<file path="src/rtl/msf_timing_pkg.sv">
// Shared constants and types for the MSF capture-path timing generator.
package msf_timing_pkg;

  // Nominal tick rate and frame length of the capture path
  localparam int TICKS_PER_SEC  = 250;
  localparam int SECS_PER_FRAME = 16;

  // Signed phase error: wide enough for +/- TICKS_PER_SEC/2
  localparam int PERR_W = 9;

  // Tick source mode: carrier-derived or free-running from clk
  typedef enum logic {
    CARRIER  = 1'b0,
    HOLDOVER = 1'b1
  } mode_e;

  // Saturating increment used by the sync reject counter
  function automatic logic [7:0] sat_inc8(input logic [7:0] value);
    logic [7:0] result;
    if (value == 8'hFF) begin
      result = value;
    end else begin
      result = value + 8'd1;
    end
    return result;
  endfunction

endpackage

</file>
<file path="src/rtl/msf_tick_source.sv">
// Tick generator: divides the carrier pulse stream while pulses are present,
// and free-runs from clk once a watchdog sees the carrier go quiet.
module msf_tick_source
  import msf_timing_pkg::*;
#(
  parameter int DIV_W       = 9,
  parameter int LDIV_W      = 16,
  parameter int HOLD_CYCLES = 1000
) (
  input  logic              clk,
  input  logic              rst,
  input  logic              msf_carrier_pulse,
  input  logic [DIV_W-1:0]  msf_frequency,
  input  logic [LDIV_W-1:0] local_div,
  input  logic              restart,
  output logic              tick,
  output logic              holdover,
  output logic [DIV_W-1:0]  carrier_count
);

  localparam int WD_W = $clog2(HOLD_CYCLES + 1);
  localparam logic [WD_W-1:0] WD_MAX = WD_W'(HOLD_CYCLES);

  mode_e             mode_r, mode_s;
  logic [WD_W-1:0]   wd_r, wd_s;
  logic [DIV_W-1:0]  ccnt_r, ccnt_s;
  logic [LDIV_W-1:0] lcnt_r, lcnt_s;
  logic              tick_r, tick_s;
  logic [DIV_W-1:0]  div_last_s;
  logic [LDIV_W-1:0] ldiv_last_s;

  // Terminal counts; a divisor of 0 behaves as 1. Comparing with >= lets a
  // divisor lowered below the running count wrap on the next event.
  always_comb begin
    div_last_s  = {DIV_W{1'b0}};
    ldiv_last_s = {LDIV_W{1'b0}};
    if (msf_frequency != {DIV_W{1'b0}}) begin
      div_last_s = msf_frequency - 1'b1;
    end else begin
      div_last_s = {DIV_W{1'b0}};
    end
    if (local_div != {LDIV_W{1'b0}}) begin
      ldiv_last_s = local_div - 1'b1;
    end else begin
      ldiv_last_s = {LDIV_W{1'b0}};
    end
  end

  // Mode FSM, watchdog and both dividers. Any mode change restarts both
  // dividers without producing a tick; a pulse always beats the watchdog.
  always_comb begin
    mode_s = mode_r;
    wd_s   = wd_r;
    ccnt_s = ccnt_r;
    lcnt_s = lcnt_r;
    tick_s = 1'b0;
    if (msf_carrier_pulse) begin
      wd_s = {WD_W{1'b0}};
      case (mode_r)
        HOLDOVER: begin
          mode_s = CARRIER;
          ccnt_s = {DIV_W{1'b0}};
          lcnt_s = {LDIV_W{1'b0}};
        end
        CARRIER: begin
          if (restart) begin
            ccnt_s = {DIV_W{1'b0}};
          end else if (ccnt_r >= div_last_s) begin
            ccnt_s = {DIV_W{1'b0}};
            tick_s = 1'b1;
          end else begin
            ccnt_s = ccnt_r + 1'b1;
          end
        end
        default: begin
          mode_s = HOLDOVER;
          ccnt_s = {DIV_W{1'b0}};
          lcnt_s = {LDIV_W{1'b0}};
        end
      endcase
    end else begin
      if (wd_r != WD_MAX) begin
        wd_s = wd_r + 1'b1;
      end else begin
        wd_s = wd_r;
      end
      case (mode_r)
        CARRIER: begin
          if (wd_s == WD_MAX) begin
            mode_s = HOLDOVER;
            ccnt_s = {DIV_W{1'b0}};
            lcnt_s = {LDIV_W{1'b0}};
          end else if (restart) begin
            ccnt_s = {DIV_W{1'b0}};
          end else begin
            ccnt_s = ccnt_r;
          end
        end
        HOLDOVER: begin
          if (restart) begin
            lcnt_s = {LDIV_W{1'b0}};
          end else if (lcnt_r >= ldiv_last_s) begin
            lcnt_s = {LDIV_W{1'b0}};
            tick_s = 1'b1;
          end else begin
            lcnt_s = lcnt_r + 1'b1;
          end
        end
        default: begin
          mode_s = HOLDOVER;
          ccnt_s = {DIV_W{1'b0}};
          lcnt_s = {LDIV_W{1'b0}};
        end
      endcase
    end
  end

  // State register; comes out of reset in holdover awaiting the carrier
  always_ff @(posedge clk or negedge rst) begin
    if (!rst) begin
      mode_r <= HOLDOVER;
      wd_r   <= {WD_W{1'b0}};
      ccnt_r <= {DIV_W{1'b0}};
      lcnt_r <= {LDIV_W{1'b0}};
      tick_r <= 1'b0;
    end else begin
      mode_r <= mode_s;
      wd_r   <= wd_s;
      ccnt_r <= ccnt_s;
      lcnt_r <= lcnt_s;
      tick_r <= tick_s;
    end
  end

  assign tick          = tick_r;
  assign holdover      = (mode_r == HOLDOVER);
  assign carrier_count = ccnt_r;

endmodule

</file>
<file path="src/rtl/msf_timing_control_p.sv">
// Timing generator for the MSF capture path: sub-second, second-slot and
// BRAM address counters driven by the tick source, with windowed phase
// re-alignment to the demodulated MSF second edge.
module msf_timing_control_p #(
  parameter int DIV_W          = 9,
  parameter int TICKS_PER_SEC  = msf_timing_pkg::TICKS_PER_SEC,
  parameter int SECS_PER_FRAME = msf_timing_pkg::SECS_PER_FRAME,
  parameter int ADDR_W         = 12,
  parameter int SLOT_W         = 4,
  parameter int LDIV_W         = 16,
  parameter int HOLD_CYCLES    = 1000
) (
  input  logic              clk,
  input  logic              rst,
  input  logic              msf_carrier_pulse,
  input  logic [DIV_W-1:0]  msf_frequency,
  input  logic [LDIV_W-1:0] local_div,
  input  logic              sec_sync,
  input  logic              sync_en,
  input  logic [7:0]        sync_window,
  output logic [ADDR_W-1:0] address_counter,
  output logic [DIV_W-1:0]  msf_carrier_counter,
  output logic [7:0]        second_tick_counter,
  output logic              one_sec_marker,
  output logic [SLOT_W-1:0] write_second_bram,
  output logic              tick,
  output logic              holdover,
  output logic [8:0]        phase_error,
  output logic [7:0]        sync_reject_count
);

  import msf_timing_pkg::*;

  localparam logic [7:0]        SEC_LAST  = 8'(TICKS_PER_SEC - 1);
  localparam logic [7:0]        SEC_HALF  = 8'(TICKS_PER_SEC / 2);
  localparam logic [SLOT_W-1:0] SLOT_LAST = SLOT_W'(SECS_PER_FRAME - 1);

  logic [7:0]               sec_r, sec_s;
  logic [SLOT_W-1:0]        slot_r, slot_s;
  logic [ADDR_W-1:0]        addr_r, addr_s;
  logic                     marker_r, marker_s;
  logic signed [PERR_W-1:0] perr_r, perr_s;
  logic [7:0]               rej_r, rej_s;
  logic signed [PERR_W-1:0] err_s;
  logic [PERR_W-1:0]        err_mag_s;
  logic                     accept_s;
  logic [SLOT_W-1:0]        slot_inc_s;
  logic                     tick_s;

  msf_tick_source #(
    .DIV_W       (DIV_W),
    .LDIV_W      (LDIV_W),
    .HOLD_CYCLES (HOLD_CYCLES)
  ) u_tick_source (
    .clk               (clk),
    .rst               (rst),
    .msf_carrier_pulse (msf_carrier_pulse),
    .msf_frequency     (msf_frequency),
    .local_div         (local_div),
    .restart           (accept_s),
    .tick              (tick_s),
    .holdover          (holdover),
    .carrier_count     (msf_carrier_counter)
  );

  // Phase error of the current position relative to the nearest second edge
  always_comb begin
    err_s     = {PERR_W{1'b0}};
    err_mag_s = {PERR_W{1'b0}};
    accept_s  = 1'b0;
    if (sec_r < SEC_HALF) begin
      err_s = $signed(PERR_W'(sec_r));
    end else begin
      err_s = $signed(PERR_W'(sec_r)) - $signed(PERR_W'(TICKS_PER_SEC));
    end
    if (err_s < 0) begin
      err_mag_s = PERR_W'(-err_s);
    end else begin
      err_mag_s = PERR_W'(err_s);
    end
    accept_s = sec_sync & sync_en & (err_mag_s <= PERR_W'(sync_window));
  end

  // Next counter values; an accepted sync overrides a coincident tick
  always_comb begin
    sec_s    = sec_r;
    slot_s   = slot_r;
    marker_s = 1'b0;
    perr_s   = perr_r;
    rej_s    = rej_r;
    addr_s   = addr_r;
    if (slot_r == SLOT_LAST) begin
      slot_inc_s = {SLOT_W{1'b0}};
    end else begin
      slot_inc_s = slot_r + 1'b1;
    end
    if (accept_s) begin
      perr_s = err_s;
      sec_s  = 8'd0;
      if (err_s < 0) begin
        slot_s   = slot_inc_s;
        marker_s = 1'b1;
      end else begin
        slot_s   = slot_r;
      end
    end else if (tick_s) begin
      if (sec_r >= SEC_LAST) begin
        sec_s    = 8'd0;
        slot_s   = slot_inc_s;
        marker_s = 1'b1;
      end else begin
        sec_s    = sec_r + 1'b1;
      end
    end else begin
      sec_s = sec_r;
    end
    if (sec_sync && sync_en && !accept_s) begin
      rej_s = sat_inc8(rej_r);
    end else begin
      rej_s = rej_r;
    end
    addr_s = ADDR_W'(slot_s) * ADDR_W'(TICKS_PER_SEC) + ADDR_W'(sec_s);
  end

  // Counter registers; address is registered alongside the counters it encodes
  always_ff @(posedge clk or negedge rst) begin
    if (!rst) begin
      sec_r    <= 8'd0;
      slot_r   <= {SLOT_W{1'b0}};
      addr_r   <= {ADDR_W{1'b0}};
      marker_r <= 1'b0;
      perr_r   <= {PERR_W{1'b0}};
      rej_r    <= 8'd0;
    end else begin
      sec_r    <= sec_s;
      slot_r   <= slot_s;
      addr_r   <= addr_s;
      marker_r <= marker_s;
      perr_r   <= perr_s;
      rej_r    <= rej_s;
    end
  end

  assign address_counter     = addr_r;
  assign second_tick_counter = sec_r;
  assign write_second_bram   = slot_r;
  assign one_sec_marker      = marker_r;
  assign phase_error         = perr_r;
  assign sync_reject_count   = rej_r;
  assign tick                = tick_s;

endmodule

</file>
<file path="config.mk">
export PLATFORM = sky130hd
export DESIGN_NAME = msf_timing_control_p
export DESIGN_NICKNAME = d
export VERILOG_FILES = /design/src/rtl/msf_timing_pkg.sv /design/src/rtl/msf_tick_source.sv /design/src/rtl/msf_timing_control_p.sv
export SDC_FILE = /design/constraint.sdc
export NUM_CORES = 1
export LEC_CHECK = 0
export ABC_AREA = 1
export BUFFER_PORTS_ARGS = -buffer_cell sky130_fd_sc_hd__buf_2
export CORE_ASPECT_RATIO = 0.7
export CORE_MARGIN = 3
export CORE_UTILIZATION = 45
export CTS_CLUSTER_DIAMETER = 80
export DETAILED_ROUTE_END_ITERATION = 10
export PLACE_DENSITY = 0.68
export SLEW_MARGIN = 20
export SYNTH_ARGS = -nofsm -noshare
export SYNTH_HDL_FRONTEND = slang
export SYNTH_SLANG_ARGS = --single-unit
</file>
<file path="constraint.sdc">
create_clock -name clk -period 6.2 [get_ports clk]
set_clock_uncertainty 0.2 [all_clocks]
set_input_delay 0.62 -clock clk [delete_from_list [all_inputs] [get_ports clk]]
set_output_delay 0.62 -clock clk [all_outputs]
set_load 0.005 [all_outputs]
</file>
==> flow_summary.yaml <==
synth:
  synth_edf_count: 0
  avgSynthCellArea_um2: 7.78
  synth_seq_cells: 78
  yosysSeqAreaShare_pct: 30.4
  syn_area_um2: 6430
  async_reset_ff_share_pct: 100
  yosys_warnings: 0
  synthFlopType: "dfrtp_1"
  yosysUniqueCellTypes: 47
  synth_nets: 940
  syn_inst: 826
clock_tree:
  htreeDepth: 3
  clkLatencyLatePin_ns: 0.34
  cts.sinks: 78
  clockBufferDepth: 2
  cts_tree: "yes"
  cts_root_buf: "clkbuf_16"
  cts.reportedPaths.clkPinSlew_ns: 0.06
  cts_buffers: 9
power_and_ir_drop:
  leakage_nw: 4.10
  p_sw_w: 0.000645
  powerDensity_nw_per_um2: 239
  p_clk_share_pct: 30.5
  p_int_w: 0.00125
  comb_power_share_pct: 37.6
  p_sw_share_pct: 34.0
  ir_drop_v: 0.000241
  power_frac_seq_pct: 31.9
sta:
  setup_viol: 0
  grt_setup_unrepaired: "true"
  fin_crit_ns: 6.05
  max_freq_mhz: 165
  finalHoldViolCount: 0
  finalMaxSlewViolations: 0
  finalCritPeriodShare_pct: 97.5
  whs_ns: 0.278
  tightestPinTransition_ns: 0.815
  relSlewSlack_pct: 45.7
  tns_ns: 0
floorplan:
  io_pins: 91
  initial_core_util_pct: 47.4
  die_area_um2: 15800
  rows: 35
  die_h_um: 106
  core_area_um2: 13600
  fp.dieW_um: 149
hold_path:
  min_path_type: "flop to flop"
  worstHoldStart: "phase_error[8]"
  worstHoldPathCells: 2
  hold_end: "phase_error[8]"
placed_design:
  hpwl_mm: 11.7
  routabilityCongestion: 0.896
  port_buffers: 90
  placed_cells: 1110
run_status:
  status: "finished clean"
global_route:
  grt_pass1_vias: 5229
  grt_pass1_wl_mm: 25.2
  antenna_found_initial: 0
  grt_start_max_net_pins: 59
  track_usage_pct: 19.4
  grt-ovfl-total: 0
drt:
  wl_per_cell_um: 13.3
  drt_wl_total_mm: 15.2
  drc: 0
  firstDrtPassIters: 4
  vias: 5680
  viasPerCell: 4.97
  drt_iter0_drc: 362
  ant_nets: 0
final_layout:
  fillCellCount: 1269
  layout_common_cells: "nand2_1 (155), inv_1 (106), buf_2 (89)"
  final_common_cell: "nand2_1"
  drive_gt1_share_pct: 27.3
  utilization_pct: 58.5
  area_growth_syn_to_layout_pct: 23.5
  nNetsFinal: 1068
  instances_no_fill: 1144
  antenna_cells: 0
critical_path:
  start_kind: "flop"
  cp.buffers_inverters: 9
  crit_family: "adder cells"
  critPathCaptureType: "flop"
  worstPathRequired_ns: 6.23
  crit_slowest_cell: "fa_2"
  cp_common_cell: "inv_2"
  r2r_slack_ns: 0.15
  timing_worst_setup_path_type: "flop to flop"
  worstReg2RegEnd: "address_counter[11]"
  cp.arrival_ns: 6.08
  reg2regPathDepth: 39
  slowest_delay_ns: 0.46
  path_max_fanout: 5
  r2r-start: "address_counter[0]"
job:
  maxCapViolations: 0
==> cells by family (layout without fill, tap and decap cells) <==
kind of cell	Yosys count	count (layout)	share of synthesized area [%]
buf+inv	133	265	8.12
xor+xnor	63	63	8.58
flops	78	78	30.4
simple gates	375	376	28.5
fa+ha+maj	76	76	15.7
compound gates	100	100	8.54
mux	1	1	0.175
==> sequential cells by signal, summed over array words and instances, names as in the netlist <==
signal / count
u_tick_source.holdover: 1
u_tick_source.carrier_count: 9
address_counter: 12
u_tick_source.tick: 1
u_tick_source.wd_r: 10
one_sec_marker: 1
write_second_bram: 4
second_tick_counter: 7
phase_error: 9
sync_reject_count: 8
u_tick_source.lcnt_r: 16
==> power groups by stage <==
| stage | clock (W) | combinational (W) | sequential (W) |
|---|---|---|---|
| 2_1_floorplan | 0 | 0.000434 | 0.000612 |
| 3_3_place_gp | 0 | 0.000594 | 0.000614 |
| 3_5_place_dp | 0 | 0.000599 | 0.000614 |
| 4_1_cts | 0.000595 | 0.000613 | 0.000606 |
| 5_1_grt | 0.000617 | 0.000813 | 0.000614 |
| 6_report | 0.000580 | 0.000714 | 0.000605 |
==> worst max-delay path by stage <==
| stage | start | endpoint | slack [ns] | cells after the start |
|---|---|---|---|---|
| floorplan | second_tick_counter[1] | address_counter[10] | 0.03 | 39 |
| global placement | address_counter[0] | address_counter[10] | 0.08 | 38 |
| detailed placement | address_counter[0] | address_counter[10] | -0.07 | 38 |
| CTS | address_counter[0] | address_counter[10] | 0.007 | 38 |
| global route | address_counter[0] | address_counter[10] | -0.24 | 38 |
| finish | address_counter[0] | address_counter[11] | 0.15 | 39 |
==> cell type report <==
cell class	instances	area [um^2]	share of cell area, %
Clock buffer	12	256	3.23
Sequential cell	78	1950	24.6
Multi-Input combinational cell	616	4240	53.4
Inverter	124	470	5.92
Timing Repair Buffer	125	718	9.05
Clock inverter	4	70.1	0.882
Tap cell	185	231	2.92
==> cells in the mapped netlist, types with 4 or more instances <==
cell type,instances,share of area (%)
nand2_4,5,0.88
nand4_1,11,1.1
nand2_2,22,2.1
o211ai_1,4,0.47
ha_1,68,13
nand3_2,8,1.2
a211oi_1,4,0.47
xor2_1,48,6.5
nor2_1,66,3.9
nand3b_1,12,1.4
inv_2,4,0.23
dfrtp_1,77,30
inv_1,118,6.9
nand2_1,163,9.5
nor3_2,4,0.62
a31oi_1,4,0.39
xnor2_1,15,2.0
or2_2,8,0.78
o21ai_1,12,0.93
a21oi_1,32,2.5
fa_1,8,2.5
nand3_1,51,4.0
o21ai_0,35,2.7
nor3_1,11,0.86
==> routing by layer <==
layer  vias up  share of wire [%]  track usage [%]
met5         -                  0                0
met1      2619                 54             30.7
met3        13                5.1             4.35
li1       2946                  -                -
met2       102                 40             26.3
met4         0               0.87             4.70
==> metrics by stage <==
stage	setup WS, ns	instance area (um^2)	power, W
2_1_floorplan	0.0306	6490	0.00105
4_1_cts	0.00654	7640	0.00181
3_3_place_gp	0.0795	7250	0.00121
5_1_grt	-0.245	7940	0.00204
6_report	0.153	7940	0.00190
3_5_place_dp	-0.0718	7250	0.00121
==> repair_timing <==
| action | CTS | global route |
|---|---|---|
| gates resized for setup | 5 | 51 |
| hold endpoints to repair | 20 | 0 |
| cloned | 0 | 1 |
| hold buffers | 1 | 0 |
| buffers inserted | 3 | 14 |
| endpoints found under the setup margin | 3 | 5 |
| pin swaps | 3 | 39 |
==> worst register-to-register path: cells and delay by family (launching register included) <==
family,cells,cell delay (ns)
adders and majority gates,6,1.85
and+or+nand+nor,17,1.69
buffers and inverters,9,0.70
AOI/OAI and AO/OA,4,0.65
xor gates and xnor gates,3,0.50
DFF,1,0.36
Note: power is estimated with default switching activity, not from simulation.
